==> src/rtl/dev_pkg.sv <==
// ---------------------------------------------------------------------------
// dev_pkg : shared types, LFSR constants and saturation helper for dev_seq
// Revision: 1.0
// ---------------------------------------------------------------------------
`default_nettype none

package dev_pkg;

  typedef enum logic [1:0] {
    IDLE = 2'd0,
    CALC = 2'd1,
    MUL  = 2'd2,
    DONE = 2'd3
  } state_e;

  localparam logic [31:0] c_lfsr_mask = 32'h8020_0003;
  localparam logic [31:0] c_lfsr_seed = 32'hACE1_2468;

  // Galois, right-shift form: taps folded in when the bit shifted out is 1.
  function automatic logic [31:0] lfsr_step(input logic [31:0] l);
    return (l >> 1) ^ (l[0] ? c_lfsr_mask : 32'h0);
  endfunction

  // Clamp a signed value into the two's complement range of w bits.
  function automatic logic signed [63:0] saturate(input logic signed [63:0] v, input int w);
    logic signed [63:0] max_v;
    logic signed [63:0] min_v;
    max_v = (64'sd1 <<< (w - 1)) - 64'sd1;
    min_v = -(64'sd1 <<< (w - 1));
    if (v > max_v) return max_v;
    if (v < min_v) return min_v;
    return v;
  endfunction

endpackage

`default_nettype wire

==> src/rtl/dev_seq_sqrt_iter.sv <==
// ---------------------------------------------------------------------------
// sqrt_iter : restoring bit-serial square root, one root bit per cycle
// Revision: 1.0
// ---------------------------------------------------------------------------
`default_nettype none

module sqrt_iter #(
  parameter int WIDTH = 20
) (
  input  logic                 clk,
  input  logic                 rst_n,
  input  logic                 start,
  input  logic [2*WIDTH-1:0]   radicand,
  output logic                 busy,
  output logic                 done,
  output logic [WIDTH-1:0]     root
);

  localparam int CW = (WIDTH > 2) ? $clog2(WIDTH) : 1;

  logic [2*WIDTH-1:0] rad_q, rad_d;
  logic [WIDTH+1:0]   rem_q, rem_d;
  logic [WIDTH-1:0]   root_q, root_d;
  logic [CW-1:0]      cnt_q, cnt_d;
  logic               busy_q, busy_d;

  logic [WIDTH+1:0]   w_shifted;
  logic [WIDTH+1:0]   w_trial;
  logic               w_last;

  // Remainder never exceeds 2*partial_root, so its low WIDTH bits are enough
  // before the next pair of radicand bits is brought down.
  assign w_shifted = {rem_q[WIDTH-1:0], rad_q[2*WIDTH-1 -: 2]};
  assign w_trial   = {root_q, 2'b01};
  assign w_last    = (cnt_q == CW'(WIDTH - 1));

  always_comb begin
    rad_d  = rad_q;
    rem_d  = rem_q;
    root_d = root_q;
    cnt_d  = cnt_q;
    busy_d = busy_q;
    if (start) begin
      rad_d  = radicand;
      rem_d  = '0;
      root_d = '0;
      cnt_d  = '0;
      busy_d = 1'b1;
    end else if (busy_q) begin
      rad_d = {rad_q[2*WIDTH-3:0], 2'b00};
      if (w_shifted >= w_trial) begin
        rem_d  = w_shifted - w_trial;
        root_d = {root_q[WIDTH-2:0], 1'b1};
      end else begin
        rem_d  = w_shifted;
        root_d = {root_q[WIDTH-2:0], 1'b0};
      end
      cnt_d = cnt_q + CW'(1);
      if (w_last) busy_d = 1'b0;
    end
  end

  always_ff @(posedge clk or negedge rst_n) begin
    if (!rst_n) begin
      rad_q  <= '0;
      rem_q  <= '0;
      root_q <= '0;
      cnt_q  <= '0;
      busy_q <= 1'b0;
    end else begin
      rad_q  <= rad_d;
      rem_q  <= rem_d;
      root_q <= root_d;
      cnt_q  <= cnt_d;
      busy_q <= busy_d;
    end
  end

  assign busy = busy_q;
  assign done = busy_q & w_last;
  assign root = root_q;

endmodule

`default_nettype wire

==> src/rtl/dev_seq.sv <==
// ---------------------------------------------------------------------------
// dev_seq : sequential reparameterisation deviate, d_out = floor(sqrt(sp_in)) * eps
// Revision: 1.0
// ---------------------------------------------------------------------------
`default_nettype none

module dev_seq
  import dev_pkg::*;
#(
  parameter int          WIDTH     = 20,
  parameter int          FRAC      = 15,
  parameter logic [31:0] LFSR_SEED = c_lfsr_seed
) (
  input  logic             clk,
  input  logic             rst_n,
  input  logic             in_valid,
  output logic             in_ready,
  input  logic [WIDTH-1:0] sp_in,
  input  logic             eps_signed,
  input  logic             seed_load,
  input  logic [31:0]      seed_val,
  output logic             out_valid,
  input  logic             out_ready,
  output logic [WIDTH-1:0] d_out,
  output logic [WIDTH-1:0] std_out
);

  localparam int PW = WIDTH + FRAC + 2;

  state_e             state_q, state_d;
  logic [31:0]        lfsr_q, lfsr_d;
  logic [FRAC:0]      eps_q, eps_d;
  logic [WIDTH-1:0]   d_q, d_d;
  logic [WIDTH-1:0]   std_q, std_d;

  logic               w_hs;
  logic [FRAC:0]      w_eps_new;
  logic [2*WIDTH-1:0] w_radicand;
  logic               w_sq_busy;
  logic               w_sq_done;
  logic [WIDTH-1:0]   w_root;
  logic signed [PW-1:0] w_root_x;
  logic signed [PW-1:0] w_eps_x;
  logic signed [PW-1:0] w_prod;

  assign w_hs      = (state_q == IDLE) && in_valid;
  assign w_eps_new = eps_signed ? lfsr_q[FRAC:0] : {1'b0, lfsr_q[FRAC-1:0]};

  // A negative variance yields a zero root but still takes the full iteration count.
  assign w_radicand = sp_in[WIDTH-1] ? '0 : ({{WIDTH{1'b0}}, sp_in} << FRAC);

  sqrt_iter #(
    .WIDTH (WIDTH)
  ) u_sqrt (
    .clk      (clk),
    .rst_n    (rst_n),
    .start    (w_hs & ~w_sq_busy),
    .radicand (w_radicand),
    .busy     (w_sq_busy),
    .done     (w_sq_done),
    .root     (w_root)
  );

  assign w_root_x = $signed({{(FRAC + 2){1'b0}}, w_root});
  assign w_eps_x  = $signed({{(PW - FRAC - 1){eps_q[FRAC]}}, eps_q});
  assign w_prod   = w_root_x * w_eps_x;

  always_comb begin
    state_d = state_q;
    eps_d   = eps_q;
    d_d     = d_q;
    std_d   = std_q;
    case (state_q)
      IDLE: begin
        if (in_valid) begin
          eps_d   = w_eps_new;
          state_d = CALC;
        end
      end
      CALC: begin
        if (w_sq_done) state_d = MUL;
      end
      MUL: begin
        d_d     = WIDTH'(saturate(64'(w_prod >>> FRAC), WIDTH));
        std_d   = w_root;
        state_d = DONE;
      end
      DONE: begin
        if (out_ready) state_d = IDLE;
      end
      default: state_d = IDLE;
    endcase
  end

  // Seed load wins over a same-cycle step; eps above already saw the old value.
  always_comb begin
    lfsr_d = lfsr_q;
    if (seed_load) begin
      lfsr_d = (seed_val == 32'h0) ? LFSR_SEED : seed_val;
    end else if (w_hs) begin
      lfsr_d = lfsr_step(lfsr_q);
    end
  end

  always_ff @(posedge clk or negedge rst_n) begin
    if (!rst_n) begin
      state_q <= IDLE;
      lfsr_q  <= LFSR_SEED;
      eps_q   <= '0;
      d_q     <= '0;
      std_q   <= '0;
    end else begin
      state_q <= state_d;
      lfsr_q  <= lfsr_d;
      eps_q   <= eps_d;
      d_q     <= d_d;
      std_q   <= std_d;
    end
  end

  assign in_ready  = (state_q == IDLE);
  assign out_valid = (state_q == DONE);
  assign d_out     = d_q;
  assign std_out   = std_q;

endmodule

`default_nettype wire

==> config.mk <==
export PLATFORM = sky130hd
export DESIGN_NAME = dev_seq
export DESIGN_NICKNAME = d
export VERILOG_FILES = /design/src/rtl/dev_pkg.sv /design/src/rtl/dev_seq_sqrt_iter.sv /design/src/rtl/dev_seq.sv
export SDC_FILE = /design/constraint.sdc
export NUM_CORES = 1
export LEC_CHECK = 0
export BUFFER_PORTS_ARGS = -buffer_cell sky130_fd_sc_hd__buf_2
export CAP_MARGIN = 20
export CORE_MARGIN = 2
export CORE_UTILIZATION = 61
export DETAILED_ROUTE_END_ITERATION = 8
export GPL_TIMING_DRIVEN = 1
export HOLD_SLACK_MARGIN = 0.06
export PLACE_DENSITY = 0.75
export SLEW_MARGIN = 30
export SYNTH_ARGS = -nofsm -noshare
export SYNTH_HDL_FRONTEND = slang
export SYNTH_HIERARCHICAL = 1
export SYNTH_SLANG_ARGS = --single-unit
==> constraint.sdc <==
create_clock -name clk -period 7.3 [get_ports clk]
set_input_delay 1.095 -clock clk [delete_from_list [all_inputs] [get_ports clk]]
set_output_delay 1.095 -clock clk [all_outputs]
set_load 0.03 [all_outputs]
==> impl_metrics.csv, run 1 <==
group,metric,value,unit
run_status,status,"finished clean",
floorplanning,ios,100,
sta,fin_crit,6.89,ns
sta,slew-limit-headroom,37.1,%
place,placement.io_buffers,99,
synth,ys_seq_area_share,22.5,%
worst_setup_path,r2r_start,"u_sqrt/root[11]",
synth,ys_ff_latch,176,
global_routing,grt_max_degree,104,
routing,vias,14900,
synth,ys.flop_type,"dfrtp_1",
clock_network,cts.path.max_buffers,2,
sta,slew_violations,0,
routing,drt-pass1-iter-count,5,
place,hpwl,34400,um
worst_setup_path,cp.arrival,7.23,ns
clock_network,cts.clk_slew.worst_paths,0.09,ns
routing,drcViolationCount,0,
global_routing,antenna_found_initial,0,
clock_network,cts_tree,"yes",
routing,routedWlPerCell,17.1,um
sta,finalHoldViolations,0,
floorplanning,die_h,183,um
sta,rsz0062_at_grt,"false",
floorplanning,start_util,62.0,%
routing,drt_iter0_markers,945,
clock_network,clock_latency,0.45,ns
global_routing,grt_usage,27.9,%
worst_setup_path,r2r_end,"d_out[1]",
floorplanning,rows,65,
flow_run,cap_violations,0,
sta,fmax,145,MHz
clock_network,htreeDepth,4,
place,post_dp_cell_area,0.0205,sq mm
synth,synth_cell_type_count,73,
cells_and_area,design_area,0.0212,sq mm
clock_network,root_buffer,"clkbuf_16",
synth,synth.avg_cell_area,9.11,sq um
routing,avgViaCountPerCell,5.66,
synth,synth-async-reset-ratio,100,%
clock_network,numCtsBuffers,17,
routing,routed_wl,45100,um
worst_setup_path,crit_required,7.64,ns
min_path,hold_class,"reg2reg",
clock_network,cts_sinks,176,
routing,drtAntennaViolNets,0,
sta,worst_pin_slew,0.943,ns
synth,syn_inst,2155,
worst_setup_path,crit_path_end,"d_out[1]",
cells_and_area,antenna_cells,0,
cells_and_area,layout-drive-gt1-share,11.9,%
synth,netlist_area,0.0196,sq mm
cells_and_area,area_delta_synth_final,8.21,%
worst_setup_path,critPathKind,"reg2reg",
sta,period_share,94.4,%
sta,clock_skew,0.0205,ns
sta,setup_violations,0,
floorplanning,fp.dieW,183,um
synth,yosys_warnings,6,
worst_setup_path,reg2regPathDepth,22,
floorplanning,design.die.area,0.0336,sq mm
synth,synth_edf_count,0,
global_routing,grt_overflow,0,
place,place_congestion,0.887,
worst_setup_path,reg2reg_slack,0.41,ns
floorplanning,core,0.0316,sq mm
cells_and_area,num-nets-final,2680,
global_routing,grt_pass1_wl,74500,um
worst_setup_path,worstSetupStartpoint,"u_sqrt/root[11]",
global_routing,grt_pass1_vias,15300,
cells_and_area,fillers,2516,
worst_setup_path,cp_max_fo,20,
worst_setup_path,end_kind,"register",
worst_setup_path,start_kind,"register",
[worst max-delay path: stages (launching register included)]
cell	delay [ns]
dfrtp_2	0.60
and2_1	0.27
fa_1	0.54
inv_1	0.06
fa_1	0.54
inv_1	0.06
fa_1	0.50
fa_1	0.52
fa_1	0.55
inv_1	0.05
fa_1	0.52
inv_1	0.04
ha_1	0.41
nand3_1	0.18
nor2_1	0.23
nand3_1	0.14
a311oi_2	0.29
o21ai_1	0.15
o21ai_2	0.25
xnor2_1	0.22
o31ai_4	0.11
buf_4	0.20
a221o_2	0.34
[worst min-delay path by stage]
stage                    start         to  slack (ns)  cells after the start
global route         d_out[19]  d_out[19]        0.51                      1
detailed placement   d_out[19]  d_out[19]        0.46                      1
finish               lfsr_q[4]   eps_q[4]        0.49                      2
CTS                  d_out[19]  d_out[19]        0.49                      1
floorplan           lfsr_q[14]  eps_q[14]        0.46                      2
global placement     d_out[19]  d_out[19]        0.47                      1
[flip-flops by register name, indices dropped and copies added (netlist names)]
name and cells:
u_sqrt/rad_q 40, lfsr_q 32, d_out 20, std_out 20, u_sqrt/rem_q 20, u_sqrt/root 20
eps_q 16, u_sqrt/cnt_q 5, state_q 2, u_sqrt/busy 1
[logic make-up (layout without fill, tap and decap cells)]
group	Yosys count	count (layout)	share of synthesized area, %
and+or+nand+nor	675	675	16.1
adders and majority gates	403	403	35.2
other	1	21	0.0191
buffers and inverters	475	532	9.27
muxes	92	92	4.82
AOI/OAI and AO/OA	289	289	10.0
DFF	176	176	22.5
xor gates and xnor gates	44	44	1.96
[placed cells by master, fill, tap and decap left out, types with 5 or more instances in the layout]
cell | netlist | final
inv_1 | 361 | 360
and2_1 | 127 | 127
nand3_1 | 22 | 22
a311oi_1 | 11 | 11
a221o_1 | 11 | 11
o211ai_1 | 7 | 7
buf_4 | 1 | 36
o22a_1 | 7 | 7
dfrtp_2 | 0 | 22
mux2_2 | 20 | 20
conb_1 | 1 | 21
mux2i_1 | 72 | 72
o21bai_1 | 8 | 8
nor3_1 | 10 | 10
a21oi_1 | 73 | 73
nand2_1 | 327 | 326
xor2_1 | 15 | 15
o21ai_1 | 4 | 5
ha_1 | 154 | 154
a21o_1 | 28 | 28
o21a_1 | 8 | 8
buf_2 | 8 | 98
dfstp_2 | 13 | 13
nor2b_1 | 26 | 26
nand2b_1 | 15 | 15
dfrtp_1 | 163 | 140
nand4_1 | 17 | 17
clkbuf_16 | 0 | 17
nor4_1 | 9 | 9
a221o_2 | 9 | 9
o21ai_0 | 80 | 79
nor2_1 | 102 | 101
fa_1 | 249 | 249
a211oi_1 | 13 | 13
xnor2_1 | 29 | 29
[cell usage after synthesis, types with 20 or more instances]
cell      number  share of area, %
nand2_1      327               6.3
fa_1         249                25
o21ai_0       80               2.0
nor2b_1       26              0.83
mux2i_1       72               3.7
nor2_1       102               2.0
a21o_1        28               1.1
clkbuf_1      94               1.8
mux2_2        20               1.1
nand3_1       22              0.56
inv_1        361               6.9
dfrtp_1      163                21
and2_1       127               4.0
xnor2_1       29               1.3
a21oi_1       73               1.9
ha_1         154               9.8
[metal layers]
metal	share of wire, %	track usage, %	up-vias
met5	0	0	-
met4	3.1	9.63	0
met3	4.0	2.96	94
met2	49	47.1	418
met1	43	37.8	7457
li1	-	-	6929
[per-stage QoR]
| step | util, % | setup TNS, ns | std cells | hold slack (ns) | worst slack (ns) |
|---|---|---|---|---|---|
| global route | 67.1 | 0 | 2634 | 0.507 | 0.0127 |
| global placement | 64.8 | 0 | 2594 | 0.472 | 0.0652 |
| detailed placement | 64.9 | -0.765 | 2595 | 0.463 | -0.0584 |
| finish | 67.1 | 0 | 2634 | 0.494 | 0.406 |
| floorplan | - | 0 | 2175 | 0.457 | 0.943 |
| CTS | 66.9 | 0 | 2630 | 0.493 | 0.120 |
[timing repair]
item,4_1_cts,5_1_grt
endpoints found under the setup margin,19,19
gates resized for setup,0,24
pin swaps,2,0
cloned,0,0
hold buffers,0,0
buffers inserted,3,4
[area by class of cell]
type / count / area, sq um / share of cell area (%)
tap: 402 / 503 / 2.37
multi-input combinational: 1524 / 13500 / 63.5
inverter: 361 / 1360 / 6.40
clock inverter: 15 / 178 / 0.837
timing repair buffer: 139 / 845 / 3.98
sequential: 176 / 4450 / 21.0
clock buffer: 17 / 425 / 2.00
Power of run 1 is left out: the tool's default activity adds up to more than one toggle a clock period on the data nets, which glitch-free logic cannot reach.
==> run 2, diff against run 1 <==
--- a/config.mk
+++ b/config.mk
@@ -12,7 +12,7 @@
 export DETAILED_ROUTE_END_ITERATION = 8
 export GPL_TIMING_DRIVEN = 1
 export HOLD_SLACK_MARGIN = 0.06
-export PLACE_DENSITY = 0.75
+export PLACE_DENSITY_LB_ADDON = 0.25
 export SLEW_MARGIN = 30
 export SYNTH_ARGS = -nofsm -noshare
 export SYNTH_HDL_FRONTEND = slang
==> run 2 against run 1 <==
  * Register-to-register slack got worse by 0.12 ns
  * Non-clock buffer count fell by 5
  * Critical path depth rose by 1
  * Flip-flop and latch count did not move
  * Worst setup slack got worse by 0.12 ns
  * Count of clock-buffer cells in the layout did not move
  * First-iteration DRC count rose by 1.1%
==> impl_metrics.csv, run 2 (synthesis gave the netlist of run 1 again) <==
group,metric,value,unit
global_routing,grt_usage,28.4,%
min_path,holdCritStartpoint,"lfsr_q[8]",
routing,routed_wl,45000,um
clock_network,htreeDepth,4,
routing,drt-pass1-iter-count,5,
worst_setup_path,start_kind,"register",
cells_and_area,layout_common_cells,"inv_1, nand2_1, fa_1, dfrtp_1, ha_1",
place,place_congestion,0.899,
cells_and_area,largest_reg_flops,40,
cells_and_area,layout-drive-gt1-share,11.0,%
floorplanning,design.die.area,0.0336,sq mm
sta,rsz0062_at_grt,"false",
routing,vias,15000,
worst_setup_path,path_delay_family,"adder cells",
cells_and_area,area_delta_synth_final,8.12,%
clock_network,numCtsBuffers,17,
worst_setup_path,worstSetupStartpoint,"u_sqrt/root[15]",
cells_and_area,num-nets-final,2675,
routing,routedWlPerCell,17.1,um
place,post_dp_cell_area,0.0205,sq mm
cells_and_area,antenna_cells,0,
worst_setup_path,cp_max_fo,19,
routing,drcViolationCount,0,
place,hpwl,34200,um
clock_network,clock_latency,0.46,ns
sta,finalHoldViolations,0,
clock_network,cts.clk_slew.worst_paths,0.08,ns
floorplanning,start_util,62.0,%
min_path,hold_class,"reg2reg",
cells_and_area,fillers,2491,
worst_setup_path,critPathKind,"reg2reg",
sta,slew_violations,0,
sta,fin_crit,7.01,ns
worst_setup_path,critPathSlowestCell,"dfrtp_1",
worst_setup_path,cp.arrival,7.36,ns
sta,clock_skew,0.0184,ns
clock_network,cts_sinks,176,
routing,drtAntennaViolNets,0,
worst_setup_path,end_kind,"register",
sta,setup_violations,0,
floorplanning,ios,100,
routing,drt_iter0_markers,955,
sta,fmax,143,MHz
run_status,status,"finished clean",
sta,fin_tns_setup,0,ns
cells_and_area,final_common_cell,"inv_1",
global_routing,grt_pass1_wl,76300,um
flow_run,cap_violations,0,
worst_setup_path,crit_required,7.64,ns
cells_and_area,regMostFlops,"u_sqrt/rad_q",
floorplanning,rows,65,
worst_setup_path,max_stage_delay,0.77,ns
clock_network,cts.path.max_buffers,2,
floorplanning,die_h,183,um
global_routing,grt_overflow,0,
sta,slew-limit-headroom,36.0,%
worst_setup_path,crit_path_frequent_cell,"fa_1",
routing,avgViaCountPerCell,5.70,
floorplanning,fp.dieW,183,um
worst_setup_path,cp_num_buf_inv,6,
sta,period_share,96.1,%
cells_and_area,reg.largest.list,"u_sqrt/rad_q x40, lfsr_q x32",
sta,worst_pin_slew,0.960,ns
global_routing,antenna_found_initial,0,
worst_setup_path,worstPathCellList,"nand2_1 -> fa_1 -> inv_1 -> fa_1 -> inv_1 -> fa_1 -> inv_1 -> fa_1 -> fa_1 -> inv_1 -> fa_1 -> inv_1 -> ha_1 -> nand3_1 -> nor2_1 -> nand3_1 -> a311oi_2 -> o21ai_1 -> o21ai_2 -> xnor2_1 -> o31ai_4 -> buf_12 -> a221o_2",
cells_and_area,design_area,0.0212,sq mm
place,placement.io_buffers,99,
sta,holdWs,0.490,ns
clock_network,root_buffer,"clkbuf_16",
global_routing,grt_max_degree,106,
global_routing,grt_pass1_vias,15600,
floorplanning,core,0.0316,sq mm
clock_network,cts_tree,"yes",
worst_setup_path,r2r_start,"u_sqrt/root[15]",
run 2: cell types whose count changed in the layout (fill, tap and decap cells not counted), sizes merged:
| cell | change |
|---|---|
| buf | -5 |
| bufinv | +1 |
| inv | -3 |
| clkinv | +2 |
run 2: worst reg2reg max path, stage by stage, from the launching register on:
cell      delay (ns)
dfrtp_1         0.77
nand2_1         0.19
fa_1            0.58
inv_1           0.06
fa_1            0.52
inv_1           0.05
fa_1            0.50
inv_1           0.07
fa_1            0.46
fa_1            0.55
inv_1           0.05
fa_1            0.52
inv_1           0.04
ha_1            0.41
nand3_1         0.18
nor2_1          0.23
nand3_1         0.17
a311oi_2        0.35
o21ai_1         0.12
o21ai_2         0.25
xnor2_1         0.20
o31ai_4         0.11
buf_12          0.18
a221o_2         0.33
run 2: path summary, 6_finish.rpt:
| path | end | slack [ns] | cells past startpoint |
|---|---|---|---|
| setup reg to reg | d_out[0] | 0.29 | 23 |
| hold / removal | eps_q[8] | 0.49 | 2 |
| min in group asynchronous | d_out[10] | 0.72 | 1 |
| hold reg to reg | eps_q[8] | 0.49 | 2 |
| max in group asynchronous | u_sqrt/busy | 5.30 | 2 |
| setup / recovery | d_out[0] | 0.29 | 23 |
run 2: routing by layer:
metal | vias up | part of all wire [%] | GRT usage [%]
met5 | - | 0 | 0
met4 | 0 | 3.3 | 11.0
met3 | 102 | 5.2 | 3.57
met2 | 456 | 49 | 47.4
met1 | 7488 | 42 | 38.2
li1 | 6927 | - | -
run 2: final cells by class:
class | instances | area [sq um] | share of cell area [%]
multi-input combinational | 1524 | 13500 | 63.5
sequential | 176 | 4430 | 20.9
inverter | 361 | 1360 | 6.40
timing repair buffer | 134 | 820 | 3.86
tap | 402 | 503 | 2.37
clock buffer | 17 | 425 | 2.00
clock inverter | 15 | 206 | 0.973
run 2: metrics by stage:
step	utilization, %	setup slack, ns	instances
after floorplan	-	0.943	2175
after global routing	67.1	0.0198	2629
after CTS	66.8	0.0105	2627
after global placement	64.8	0.135	2594
final	67.1	0.285	2629
after detailed placement	64.8	-0.00149	2594
run 2: timing repair:
item,in CTS,in global routing
gates resized for setup,0,7
setup buffers,1,1
endpoints found under the setup margin,19,19
cloned,0,0
pin swaps,2,1
hold buffers,0,0
Power of run 2 is left out for the same reason.
